## config.mk

```make
export PLATFORM = sky130hd
export DESIGN_NAME = i2s_adc_receiver_flat
export DESIGN_NICKNAME = d
export VERILOG_FILES = /design/src/rtl/i2s_adc_receiver_pkg.sv /design/src/rtl/i2s_adc_receiver_if.sv /design/src/rtl/i2s_adc_receiver_slot_shifter.sv /design/src/rtl/i2s_adc_receiver.sv /design/src/flat_wrapper.sv
export SDC_FILE = /design/constraint.sdc
export NUM_CORES = 1
export LEC_CHECK = 0
export ABC_CLOCK_PERIOD_IN_PS = 3000
export CAP_MARGIN = 25
export CORE_ASPECT_RATIO = 0.7
export CORE_MARGIN = 3
export CORE_UTILIZATION = 31
export CTS_BUF_LIST = sky130_fd_sc_hd__clkbuf_16
export DETAILED_ROUTE_END_ITERATION = 7
export GPL_TIMING_DRIVEN = 0
export MAX_ROUTING_LAYER = met4
export PLACE_DENSITY = 0.62
export SLEW_MARGIN = 30
export SYNTH_ARGS = -nofsm -noshare
export SYNTH_HDL_FRONTEND = slang
export SYNTH_SLANG_ARGS = --single-unit
```

## constraint.sdc

```tcl
create_clock -name i_clk -period 3 [get_ports i_clk]
set_input_delay 0.45 -clock i_clk [delete_from_list [all_inputs] [get_ports i_clk]]
set_output_delay 0.45 -clock i_clk [all_outputs]
set_load 0.01 [all_outputs]
```

## src/rtl/i2s_adc_receiver_pkg.sv

```systemverilog
// Shared types for the I2S ADC receiver.
//   DATA_W     : default sample width in bits
//   sample_t   : one two's-complement audio sample
//   rx_state_e : frame-alignment FSM states
//   stereo_t   : one left/right sample pair
package audio_pkg;

  localparam int DATA_W = 16;

  typedef logic signed [DATA_W-1:0] sample_t;

  typedef enum logic [2:0] {
    ALIGN   = 3'd0,
    SHIFT_L = 3'd1,
    WAIT_R  = 3'd2,
    SHIFT_R = 3'd3,
    WAIT_L  = 3'd4
  } rx_state_e;

  typedef struct packed {
    sample_t l;
    sample_t r;
  } stereo_t;

endpackage

```

## src/rtl/i2s_adc_receiver_if.sv

```systemverilog
// Parallel stereo-pair handshake between the I2S receiver and its consumer.
//   i_ready : consumer accepts the pair this cycle
//   o_left  : left sample
//   o_right : right sample
//   o_valid : pair available
// Handshake: a pair transfers on a rising clock edge where o_valid && i_ready.
// Once o_valid is high, o_left/o_right hold steady until that transfer; o_valid
// does not depend combinationally on i_ready.
interface i2s_adc_receiver_if #(
  parameter int DATA_W = audio_pkg::DATA_W
) ();

  logic              i_ready;
  logic [DATA_W-1:0] o_left;
  logic [DATA_W-1:0] o_right;
  logic              o_valid;

  // master = receiver (produces pairs), slave = downstream consumer
  modport master (output o_left, output o_right, output o_valid, input i_ready);
  modport slave  (input o_left, input o_right, input o_valid, output i_ready);

endinterface

```

## src/rtl/i2s_adc_receiver_slot_shifter.sv

```systemverilog
// Per-slot bit counter and MSB-first shift register.
//   i_clk, i_rst_n : bit clock, async active-low reset
//   i_edge         : an LRC edge is seen this cycle (restarts the slot)
//   i_adcdat       : serial data bit for this cycle
//   o_word_done    : this cycle carries the last bit of the word
//   o_word         : assembled word including this cycle's bit
module i2s_slot_shifter #(
  parameter int DATA_W    = 16,
  parameter int I2S_DELAY = 1
) (
  input  logic              i_clk,
  input  logic              i_rst_n,
  input  logic              i_edge,
  input  logic              i_adcdat,
  output logic              o_word_done,
  output logic [DATA_W-1:0] o_word
);

  localparam int KW = $clog2(DATA_W + I2S_DELAY + 1);
  localparam logic [KW-1:0] K_LAST = KW'(I2S_DELAY + DATA_W - 1);
  localparam logic [KW-1:0] K_SAT  = KW'(DATA_W + I2S_DELAY);

  logic [KW-1:0]     k_q;
  logic [KW-1:0]     k_cur;
  logic [DATA_W-1:0] shreg_q;
  logic              capture;

  // The edge cycle itself is bit index 0; k_q holds the index of the next cycle.
  assign k_cur = i_edge ? '0 : k_q;

  if (I2S_DELAY == 0) begin : g_lj
    assign capture = (k_cur <= K_LAST);
  end else begin : g_i2s
    assign capture = (k_cur >= KW'(I2S_DELAY)) && (k_cur <= K_LAST);
  end

  assign o_word_done = (k_cur == K_LAST);
  assign o_word      = {shreg_q[DATA_W-2:0], i_adcdat};

  always_ff @(posedge i_clk or negedge i_rst_n) begin
    if (!i_rst_n) begin
      k_q     <= '0;
      shreg_q <= '0;
    end else begin
      k_q <= (k_cur == K_SAT) ? K_SAT : k_cur + KW'(1);
      if (capture) shreg_q <= o_word;
    end
  end

endmodule

```

## src/rtl/i2s_adc_receiver.sv

```systemverilog
// I2S / left-justified ADC stream deserialiser with a valid/ready pair output.
//   i_clk, i_rst_n : codec bit clock, async active-low reset
//   i_lrc          : LR clock (low = left slot, high = right slot)
//   i_adcdat       : serial ADC data
//   pair_if        : stereo pair handshake (master side)
//   o_overrun      : sticky, a completed pair was dropped
//   o_sync_err     : sticky, an LRC edge broke a word or came with wrong polarity
//   o_pair_cnt     : pairs handed off, wraps
//   o_state        : alignment FSM state, for observation
module i2s_adc_receiver #(
  parameter int DATA_W    = audio_pkg::DATA_W,
  parameter int I2S_DELAY = 1
) (
  input  logic                i_clk,
  input  logic                i_rst_n,
  input  logic                i_lrc,
  input  logic                i_adcdat,
  i2s_adc_receiver_if.master  pair_if,
  output logic                o_overrun,
  output logic                o_sync_err,
  output logic [15:0]         o_pair_cnt,
  output audio_pkg::rx_state_e o_state
);

  import audio_pkg::*;

  rx_state_e         state_q, state_d;
  logic              lrc_q;
  logic              lrc_edge, lrc_fall, lrc_rise;
  logic              word_done;
  logic [DATA_W-1:0] word;
  logic              latch_left, pair_done, sync_set;
  logic [DATA_W-1:0] left_hold_q;
  logic [DATA_W-1:0] left_q, right_q;
  logic              valid_q;
  logic              xfer;

  assign lrc_edge = i_lrc ^ lrc_q;
  assign lrc_fall = lrc_edge & ~i_lrc;
  assign lrc_rise = lrc_edge & i_lrc;

  i2s_slot_shifter #(
    .DATA_W   (DATA_W),
    .I2S_DELAY(I2S_DELAY)
  ) u_shifter (
    .i_clk      (i_clk),
    .i_rst_n    (i_rst_n),
    .i_edge     (lrc_edge),
    .i_adcdat   (i_adcdat),
    .o_word_done(word_done),
    .o_word     (word)
  );

  // State register
  always_ff @(posedge i_clk or negedge i_rst_n) begin
    if (!i_rst_n) begin
      state_q <= ALIGN;
      lrc_q   <= 1'b0;
    end else begin
      state_q <= state_d;
      lrc_q   <= i_lrc;
    end
  end

  // Next state. An edge can never coincide with word_done (the edge cycle is
  // bit 0), so edges are simply checked first.
  always_comb begin
    state_d = state_q;
    unique case (state_q)
      ALIGN:   if (lrc_fall) state_d = SHIFT_L;
      SHIFT_L: begin
        if (lrc_fall)       state_d = SHIFT_L;
        else if (lrc_rise)  state_d = ALIGN;
        else if (word_done) state_d = WAIT_R;
      end
      WAIT_R: begin
        if (lrc_rise)      state_d = SHIFT_R;
        else if (lrc_fall) state_d = ALIGN;
      end
      SHIFT_R: begin
        if (lrc_fall)       state_d = SHIFT_L;
        else if (lrc_rise)  state_d = ALIGN;
        else if (word_done) state_d = WAIT_L;
      end
      WAIT_L: begin
        if (lrc_fall)      state_d = SHIFT_L;
        else if (lrc_rise) state_d = ALIGN;
      end
      default: state_d = ALIGN;
    endcase
  end

  // FSM outputs
  always_comb begin
    latch_left = (state_q == SHIFT_L) && !lrc_edge && word_done;
    pair_done  = (state_q == SHIFT_R) && !lrc_edge && word_done;
    sync_set   = (lrc_edge && (state_q == SHIFT_L || state_q == SHIFT_R))
              || (lrc_fall && state_q == WAIT_R)
              || (lrc_rise && state_q == WAIT_L);
  end

  assign xfer = valid_q && pair_if.i_ready;

  // Holding registers, handshake and sticky flags
  always_ff @(posedge i_clk or negedge i_rst_n) begin
    if (!i_rst_n) begin
      left_hold_q <= '0;
      left_q      <= '0;
      right_q     <= '0;
      valid_q     <= 1'b0;
      o_overrun   <= 1'b0;
      o_sync_err  <= 1'b0;
      o_pair_cnt  <= '0;
    end else begin
      if (latch_left) left_hold_q <= word;
      // A completing pair is loaded only if the slot is free or being emptied
      // this cycle; otherwise the held pair wins and the new one is dropped.
      if (pair_done) begin
        if (!valid_q || pair_if.i_ready) begin
          left_q  <= left_hold_q;
          right_q <= word;
          valid_q <= 1'b1;
        end else begin
          o_overrun <= 1'b1;
        end
      end else if (xfer) begin
        valid_q <= 1'b0;
      end
      if (xfer)     o_pair_cnt <= o_pair_cnt + 16'd1;
      if (sync_set) o_sync_err <= 1'b1;
    end
  end

  assign pair_if.o_left  = left_q;
  assign pair_if.o_right = right_q;
  assign pair_if.o_valid = valid_q;
  assign o_state         = state_q;

endmodule

```

## src/flat_wrapper.sv

```systemverilog
// flat-port wrapper written by rule: the top's interface ports become plain ports
module i2s_adc_receiver_flat import audio_pkg::*;
#(
  parameter int DATA_W    = audio_pkg::DATA_W,
  parameter int I2S_DELAY = 1
)
  (i_clk, i_rst_n, i_lrc, i_adcdat, o_overrun, o_sync_err, o_pair_cnt, o_state, pair_if_o_left, pair_if_o_right, pair_if_o_valid, pair_if_i_ready);
  i2s_adc_receiver_if #(.DATA_W(DATA_W)) pair_if_i ();
  input  logic i_clk;
  input  logic i_rst_n;
  input  logic i_lrc;
  input  logic i_adcdat;
  output logic o_overrun;
  output logic o_sync_err;
  output logic [15:0] o_pair_cnt;
  output audio_pkg::rx_state_e o_state;
  output wire logic [$bits(pair_if_i.o_left)-1:0] pair_if_o_left;
  output wire logic [$bits(pair_if_i.o_right)-1:0] pair_if_o_right;
  output wire logic [$bits(pair_if_i.o_valid)-1:0] pair_if_o_valid;
  input wire logic [$bits(pair_if_i.i_ready)-1:0] pair_if_i_ready;
  assign pair_if_o_left = pair_if_i.o_left;
  assign pair_if_o_right = pair_if_i.o_right;
  assign pair_if_o_valid = pair_if_i.o_valid;
  assign pair_if_i.i_ready = pair_if_i_ready;
  i2s_adc_receiver #(.DATA_W(DATA_W), .I2S_DELAY(I2S_DELAY)) u_core (.i_clk(i_clk), .i_rst_n(i_rst_n), .i_lrc(i_lrc), .i_adcdat(i_adcdat), .pair_if(pair_if_i), .o_overrun(o_overrun), .o_sync_err(o_sync_err), .o_pair_cnt(o_pair_cnt), .o_state(o_state));
endmodule
```

==> insert_results.sql, run 1 <==
INSERT INTO impl_metrics (metric_group, metric, value, unit) VALUES
('drt', 'post_drt_wl_per_cell', '14.6', 'um'),
('run', 'max_cap_violations', '0', ''),
('cells_and_area', 'drive_above_1_share', '28.4', '%'),
('critical_path', 'required', '3.22', 'ns'),
('grt', 'vias_in_the_first_global_route', '2453', ''),
('drt', 'drt_first_iter_violations', '80', ''),
('pwr', 'ir_drop', '0.272', 'mV'),
('yosys', 'async_reset_ff_share', '100', '%'),
('sta', 'timing_max_transition_violations_final', '0', ''),
('cells_and_area', 'final_area', '0.00496', 'sq mm'),
('run_status', 'outcome', 'finished, final reports clean', ''),
('grt', 'initial_antenna_violation_count', '0', ''),
('sta', 'post-route-period-util', '89.4', '%'),
('yosys', 'synth.net_count', '270', ''),
('grt', 'grt_max_degree', '71', ''),
('clock_tree', 'cts_resized', '0', ''),
('critical_path', 'crit_chain', 'clkdlybuf4s50_1, inv_1, ha_1, buf_4, nand2_1, ha_1, and3_2, nand4_2, buf_2, mux2_2', ''),
('floorplanning', 'die_area', '0.0139', 'sq mm'),
('cells_and_area', 'final_cell_mix', '91 x sky130_fd_sc_hd__dfrtp_1, 57 x sky130_fd_sc_hd__clkdlybuf4s50_1, 34 x sky130_fd_sc_hd__mux2_2', ''),
('drt', 'drcViolationCount', '0', ''),
('critical_path', 'crit_arrival', '2.90', 'ns'),
('floorplanning', 'floorplan.initialDensity', '32.4', '%'),
('pwr', 'fin_total_pwr', '2.87', 'mW'),
('sta', 'setup_repair_after_global_routing_missed_its_margin', 'false', ''),
('sta', 'worst_hold_slack', '0.477', 'ns'),
('yosys', 'mappedNetlistArea', '0.00387', 'sq mm'),
('clock_tree', 'clock_path_buffers', '2', ''),
('clock_tree', 'cts.hold.buffers_added', '1', ''),
('critical_path', 'r2r.worst_path.cells', '8', ''),
('yosys', 'synth-edff-count', '0', ''),
('critical_path', 'worstSetupEndpointType', 'flip-flop', ''),
('critical_path', 'crit_path_kind', 'primary input to flip-flop', ''),
('critical_path', 'critical_path.most_common_cell', 'sky130_fd_sc_hd__ha_1', ''),
('place', 'number_of_buffers_inserted_by_port_buffering', '58', ''),
('drt', 'final_antenna_net_count', '0', ''),
('floorplanning', 'core_area', '0.0119', 'sq mm'),
('sta', 'max_freq', '373', 'MHz'),
('sta', 'max_slew.worst_pin.slew', '0.450', 'ns'),
('critical_path', 'cp_slowest_cell', 'sky130_fd_sc_hd__clkdlybuf4s50_1', ''),
('pwr', 'p_per_area', '578', 'mW/mm^2'),
('critical_path', 'cp_max_fo', '10', ''),
('cells_and_area', 'syn2layout_area_growth', '28.4', '%'),
('critical_path', 'rr_endpoint', 'u_core.left_hold_q[12]$_DFFE_PN0P_', ''),
('yosys', 'synth_top_flop_cell', 'sky130_fd_sc_hd__dfrtp_1', ''),
('place', 'post_dp_cell_area', '0.00467', 'sq mm'),
('grt', 'grt.total_usage', '11.6', '%'),
('sta', 'fin_tns_setup', '0', 'ns'),
('drt', 'drt_wl_total', '7.16', 'mm'),
('clock_tree', 'cts_htree_levels', '3', ''),
('worst_hold_path', 'holdCritPathClass', 'flip-flop to flip-flop', ''),
('worst_hold_path', 'min_path_cells', '1', ''),
('cells_and_area', 'number_of_inserted_filler_cells_in_the_final_layout', '1080', ''),
('yosys', 'post_synth_inst_count', '259', ''),
('yosys', 'synthDistinctLibCells', '36', ''),
('floorplanning', 'fp.dieH', '99.4', 'um'),
('place', 'dp_hpwl', '5.04', 'mm'),
('sta', 'clock_skew', '0.00419', 'ns'),
('clock_tree', 'insertion_delay', '0.33', 'ns'),
('clock_tree', 'post-cts-setup-buffers', '0', ''),
('clock_tree', 'cts.root.buffer_cell', 'sky130_fd_sc_hd__clkbuf_16', ''),
('clock_tree', 'inserted_clock_buffers', '9', ''),
('yosys', 'yosys_warnings', '0', ''),
('critical_path', 'worst_setup_path_start_kind', 'primary input', ''),
('drt', 'dr.pass1.iters', '4', ''),
('worst_hold_path', 'hold-path-endpoint', 'u_core.o_pair_cnt[15]$_DFFE_PN0P_', ''),
('grt', 'grt_remaining_overflow', '0', ''),
('clock_tree', 'clk_pin_slew_worst_paths', '0.06', 'ns'),
('yosys', 'number_of_flip_flops_and_latches_in_the_synthesized_netlist', '91', ''),
('clock_tree', 'clkSinkCount', '91', ''),
('critical_path', 'max_stage_delay', '0.51', 'ns'),
('drt', 'viasPerCell', '4.53', '');
## worst max path at each step
| stage | from | slack [ns] | cells after the start | to |
|---|---|---|---|---|
| floorplan | i_lrc | 0.73 | 11 | u_core.pair_if.o_left[0]$_DFFE_PN0P_ |
| global placement | i_rst_n | -1.85 | 1 | u_core.o_pair_cnt[10]$_DFFE_PN0P_ |
| detailed placement | i_lrc | -0.09 | 10 | u_core.left_hold_q[8]$_DFFE_PN0P_ |
| CTS | i_lrc | 0.26 | 10 | u_core.left_hold_q[12]$_DFFE_PN0P_ |
| global route | i_lrc | 0.15 | 10 | u_core.left_hold_q[10]$_DFFE_PN0P_ |
| finish | i_lrc | 0.32 | 10 | u_core.left_hold_q[12]$_DFFE_PN0P_ |
## registers in the layout, indices dropped and copies added (netlist names)
signal,count
u_core.o_pair_cnt,16
u_core.o_state,3
u_core.pair_if.o_right,16
u_core.o_overrun,1
u_core.u_shifter.shreg_q,15
u_core.pair_if.o_left,16
u_core.u_shifter.k_q,5
u_core.lrc_q,1
u_core.pair_if.o_valid,1
u_core.o_sync_err,1
u_core.left_hold_q,16
## routing by layer
layer,track usage (%),vias up,wire [um]
li1,-,1053,-
met1,15.1,1108,3610
met2,17.0,51,3130
met3,3.84,10,322
met4,3.98,0,84
met5,-,-,0
## critical path, delay by kind of cell
kind | cells | cell delay (ns)
buf+inv | 4 | 1.04
simple gates | 3 | 0.56
mux | 1 | 0.38
fa+ha+maj | 2 | 0.48
## synth_stat cells (2+ instances only)
| cell type | n | share of area [%] |
|---|---|---|
| sky130_fd_sc_hd__mux2_2 | 34 | 9.9 |
| sky130_fd_sc_hd__inv_1 | 9 | 0.87 |
| sky130_fd_sc_hd__ha_1 | 6 | 1.9 |
| sky130_fd_sc_hd__nand3_1 | 9 | 1.2 |
| sky130_fd_sc_hd__buf_12 | 3 | 1.6 |
| sky130_fd_sc_hd__and4_1 | 3 | 0.68 |
| sky130_fd_sc_hd__nand2_1 | 14 | 1.4 |
| sky130_fd_sc_hd__nand4_1 | 4 | 0.65 |
| sky130_fd_sc_hd__o21ai_0 | 8 | 1.0 |
| sky130_fd_sc_hd__buf_4 | 2 | 0.39 |
| sky130_fd_sc_hd__xor2_1 | 6 | 1.4 |
| sky130_fd_sc_hd__a21oi_1 | 2 | 0.26 |
| sky130_fd_sc_hd__mux2_4 | 30 | 12 |
| sky130_fd_sc_hd__nor2_1 | 7 | 0.68 |
| sky130_fd_sc_hd__dfrtp_1 | 91 | 59 |
| sky130_fd_sc_hd__xnor2_1 | 11 | 2.5 |
## per-stage QoR
stage	util [%]	worst slack (ns)
global placement	38.9	-1.85
finish	41.6	0.319
global route	41.6	0.154
detailed placement	39.2	-0.0909
floorplan	-	0.727
CTS	41.6	0.265
## cells by family (layout without fill, tap and decap cells)
kind of cell	count (synthesis)	count (layout)	synth area share, %
xor+xnor	17	17	3.85
mux	64	64	21.6
simple gates	48	48	7.61
buf+inv	16	91	3.24
compound gates	17	17	2.91
fa+ha+maj	6	6	1.94
flops	91	91	58.9
## area by class of cell
class | count | area [sq um] | area share, %
clock inverter | 6 | 57.6 | 1.16
clock buffer | 9 | 225 | 4.54
sequential | 91 | 2280 | 45.9
timing repair buffer | 60 | 619 | 12.5
inverter | 9 | 33.8 | 0.680
multi-input combinational | 152 | 1460 | 29.5
buffer | 7 | 91.3 | 1.84
tap | 157 | 196 | 3.96
## report_power, final
group	total (mW)	switching, mW	internal (mW)
clock network	1.09	0.452	0.635
registers	1.48	0.129	1.35
logic	0.306	0.131	0.175
(Power assumes the default switching activity.)
==> run 2: changes to the inputs <==
--- a/config.mk
+++ b/config.mk
@@ -9,12 +9,12 @@
 export CAP_MARGIN = 25
 export CORE_ASPECT_RATIO = 0.7
 export CORE_MARGIN = 3
-export CORE_UTILIZATION = 31
+export CORE_UTILIZATION = 40
 export CTS_BUF_LIST = sky130_fd_sc_hd__clkbuf_16
 export DETAILED_ROUTE_END_ITERATION = 7
 export GPL_TIMING_DRIVEN = 0
 export MAX_ROUTING_LAYER = met4
-export PLACE_DENSITY = 0.62
+export PLACE_DENSITY = 0.73
 export SLEW_MARGIN = 30
 export SYNTH_ARGS = -nofsm -noshare
 export SYNTH_HDL_FRONTEND = slang
==> insert_results.sql, run 2 (synthesis results as in run 1) <==
INSERT INTO impl_metrics (metric_group, metric, value, unit) VALUES
('place', 'dp_hpwl', '4.80', 'mm'),
('pwr', 'seq_power_share', '50.9', '%'),
('critical_path', 'critical_path.most_common_cell', 'sky130_fd_sc_hd__ha_1', ''),
('clock_tree', 'clk_pin_slew_worst_paths', '0.06', 'ns'),
('sta', 'worst_hold_slack', '0.00710', 'ns'),
('cells_and_area', 'number_of_inserted_filler_cells_in_the_final_layout', '750', ''),
('critical_path', 'crit_path_kind', 'primary input to flip-flop', ''),
('floorplanning', 'die_width', '124', 'um'),
('sta', 'setup_viol', '0', ''),
('sta', 'clock_skew', '0.00882', 'ns'),
('floorplanning', 'fp.dieH', '88.3', 'um'),
('place', 'dpl.cell_count', '442', ''),
('critical_path', 'cp_slowest_cell', 'sky130_fd_sc_hd__clkdlybuf4s50_1', ''),
('drt', 'drt_wl_total', '6.72', 'mm'),
('floorplanning', 'die_area', '0.0109', 'sq mm'),
('pwr', 'pwr-share-comb', '10.4', '%'),
('sta', 'timing_max_transition_violations_final', '0', ''),
('pwr', 'fin_total_pwr', '2.90', 'mW'),
('drt', 'post_drt_wl_per_cell', '14.7', 'um'),
('pwr', 'ir_drop', '0.265', 'mV'),
('clock_tree', 'cts.root.buffer_cell', 'sky130_fd_sc_hd__clkbuf_16', ''),
('floorplanning', 'core_area', '0.00922', 'sq mm'),
('grt', 'grt_max_degree', '54', ''),
('cells_and_area', 'fin_nets', '340', ''),
('critical_path', 'cp_max_fo', '10', ''),
('pwr', 'internal-power', '2.17', 'mW'),
('sta', 'setup_repair_after_global_routing_missed_its_margin', 'false', ''),
('clock_tree', 'insertion_delay', '0.35', 'ns'),
('place', 'post_dp_cell_area', '0.00463', 'sq mm'),
('grt', 'grt_remaining_overflow', '0', ''),
('critical_path', 'required', '3.22', 'ns'),
('drt', 'final_antenna_net_count', '0', ''),
('critical_path', 'max_stage_delay', '0.50', 'ns'),
('cells_and_area', 'fin_cells', '458', ''),
('clock_tree', 'clock_path_buffers', '2', ''),
('cells_and_area', 'final_util', '53.5', '%'),
('sta', 'max_slew.worst_pin.slew', '0.476', 'ns'),
('critical_path', 'crit_chain', 'clkdlybuf4s50_1, inv_1, ha_1, buf_4, nand2_1, ha_1, and3_2, nand4_2, buf_2, mux2_2', ''),
('cells_and_area', 'final_area', '0.00493', 'sq mm'),
('drt', 'dr_total_vias', '2218', ''),
('worst_hold_path', 'holdCritPathClass', 'primary input to asynchronous set/reset pin', ''),
('clock_tree', 'cts.hold.buffers_added', '0', ''),
('floorplanning', 'row_count', '29', ''),
('sta', 'postLayoutSetupSlackWorst', '0.354', 'ns'),
('critical_path', 'critical_path_depth', '10', ''),
('drt', 'viasPerCell', '4.84', ''),
('clock_tree', 'inserted_clock_buffers', '9', ''),
('grt', 'grt_first_pass_wirelength', '11.2', 'mm'),
('pwr', 'switching_share', '25.2', '%'),
('sta', 'worst_slew_margin_rel', '68.2', '%'),
('critical_path', 'reg2reg_slack', '0.63', 'ns'),
('critical_path', 'crit_arrival', '2.87', 'ns'),
('cells_and_area', 'drive_above_1_share', '29.3', '%'),
('cells_and_area', 'layout_commonest_cell', 'sky130_fd_sc_hd__dfrtp_1', ''),
('clock_tree', 'post-cts-setup-buffers', '0', ''),
('place', 'number_of_buffers_inserted_by_port_buffering', '58', ''),
('clock_tree', 'clock_tree_from_tritoncts', 'built', ''),
('grt', 'gr-max-usage-layer', 'met2', ''),
('sta', 'timing.final.crit_period', '2.65', 'ns'),
('grt', 'globalRouteMet1Util', '18.7', '%'),
('cells_and_area', 'final_cell_mix', '91 x sky130_fd_sc_hd__dfrtp_1, 57 x sky130_fd_sc_hd__clkdlybuf4s50_1, 34 x sky130_fd_sc_hd__mux2_2', ''),
('sta', 'max_freq', '378', 'MHz'),
('critical_path', 'r2r.worst_path.cells', '8', ''),
('clock_tree', 'clkSinkCount', '91', ''),
('place', 'globalplace.congestion', '0.728', ''),
('drt', 'drcViolationCount', '0', ''),
('critical_path', 'critical_path_buf_inv_count', '4', ''),
('floorplanning', 'pin_count', '59', ''),
('clock_tree', 'cts_resized', '0', ''),
('drt', 'drt_first_iter_violations', '123', ''),
('cells_and_area', 'antennaDiodeCount', '0', ''),
('sta', 'fin_tns_setup', '0', 'ns'),
('grt', 'global_route.usage.met2', '19.7', '%'),
('pwr', 'leakage', '2.39', 'nW'),
('critical_path', 'worstSetupEndpointType', 'flip-flop', ''),
('sta', 'hold_viol_final', '0', ''),
('drt', 'dr.pass1.iters', '4', ''),
('grt', 'initial_antenna_violation_count', '0', ''),
('pwr', 'p_per_area', '589', 'mW/mm^2'),
('pwr', 'clock_power_share', '38.8', '%'),
('grt', 'grt.total_usage', '14.1', '%'),
('run_status', 'outcome', 'finished, final reports clean', ''),
('critical_path', 'top_family_by_delay_on_critical_path', 'buffers and inverters', ''),
('grt', 'grtUsageMet3', '5.30', '%'),
('floorplanning', 'floorplan.initialDensity', '41.9', '%'),
('cells_and_area', 'syn2layout_area_growth', '27.5', '%'),
('pwr', 'power.switching', '731', 'uW'),
('grt', 'vias_in_the_first_global_route', '2208', ''),
('place', 'pre_cts_ws', '-0.0347', 'ns'),
('sta', 'post-route-period-util', '88.2', '%'),
('run', 'max_cap_violations', '0', ''),
('critical_path', 'worst_setup_path_start_kind', 'primary input', ''),
('clock_tree', 'cts_htree_levels', '3', '');
run 2: area by class of cell:
cell class                 instances  area [sq um]  share of cell area [%]
buffer                             7          91.3                    1.85
timing repair buffer              59           609                    12.4
tap                              124           155                    3.15
multi-input combinational        152          1460                    29.7
clock inverter                     7          75.1                    1.52
inverter                           9          33.8                   0.685
sequential                        91          2280                    46.2
clock buffer                       9           225                    4.57
run 2: final timing paths:
path | from | endpoint
setup / recovery | i_lrc | u_core.left_hold_q[14]$_DFFE_PN0P_
hold reg to reg | u_core.o_overrun$_DFFE_PN0P_ | u_core.o_overrun$_DFFE_PN0P_
max in group asynchronous | i_rst_n | u_core.left_hold_q[6]$_DFFE_PN0P_
hold / removal | i_rst_n | u_core.pair_if.o_left[4]$_DFFE_PN0P_
setup reg to reg | u_core.lrc_q$_DFF_PN0_ | u_core.left_hold_q[14]$_DFFE_PN0P_
min in group i_clk | u_core.o_overrun$_DFFE_PN0P_ | u_core.o_overrun$_DFFE_PN0P_
run 2: power groups by stage:
stage / registers (mW) / logic [mW] / clock network (mW)
after floorplan: 1.46 / 0.222 / 0
after global placement: 1.50 / 0.290 / 0
after detailed placement: 1.50 / 0.306 / 0
after CTS: 1.48 / 0.308 / 1.16
after global routing: 1.50 / 0.338 / 1.21
final: 1.48 / 0.301 / 1.13
run 2: metal layers:
metal,vias to the layer above,part of all wire (%)
met4,0,1.6
met2,48,44
met1,1109,49
li1,1049,-
met5,-,0
met3,12,5.4
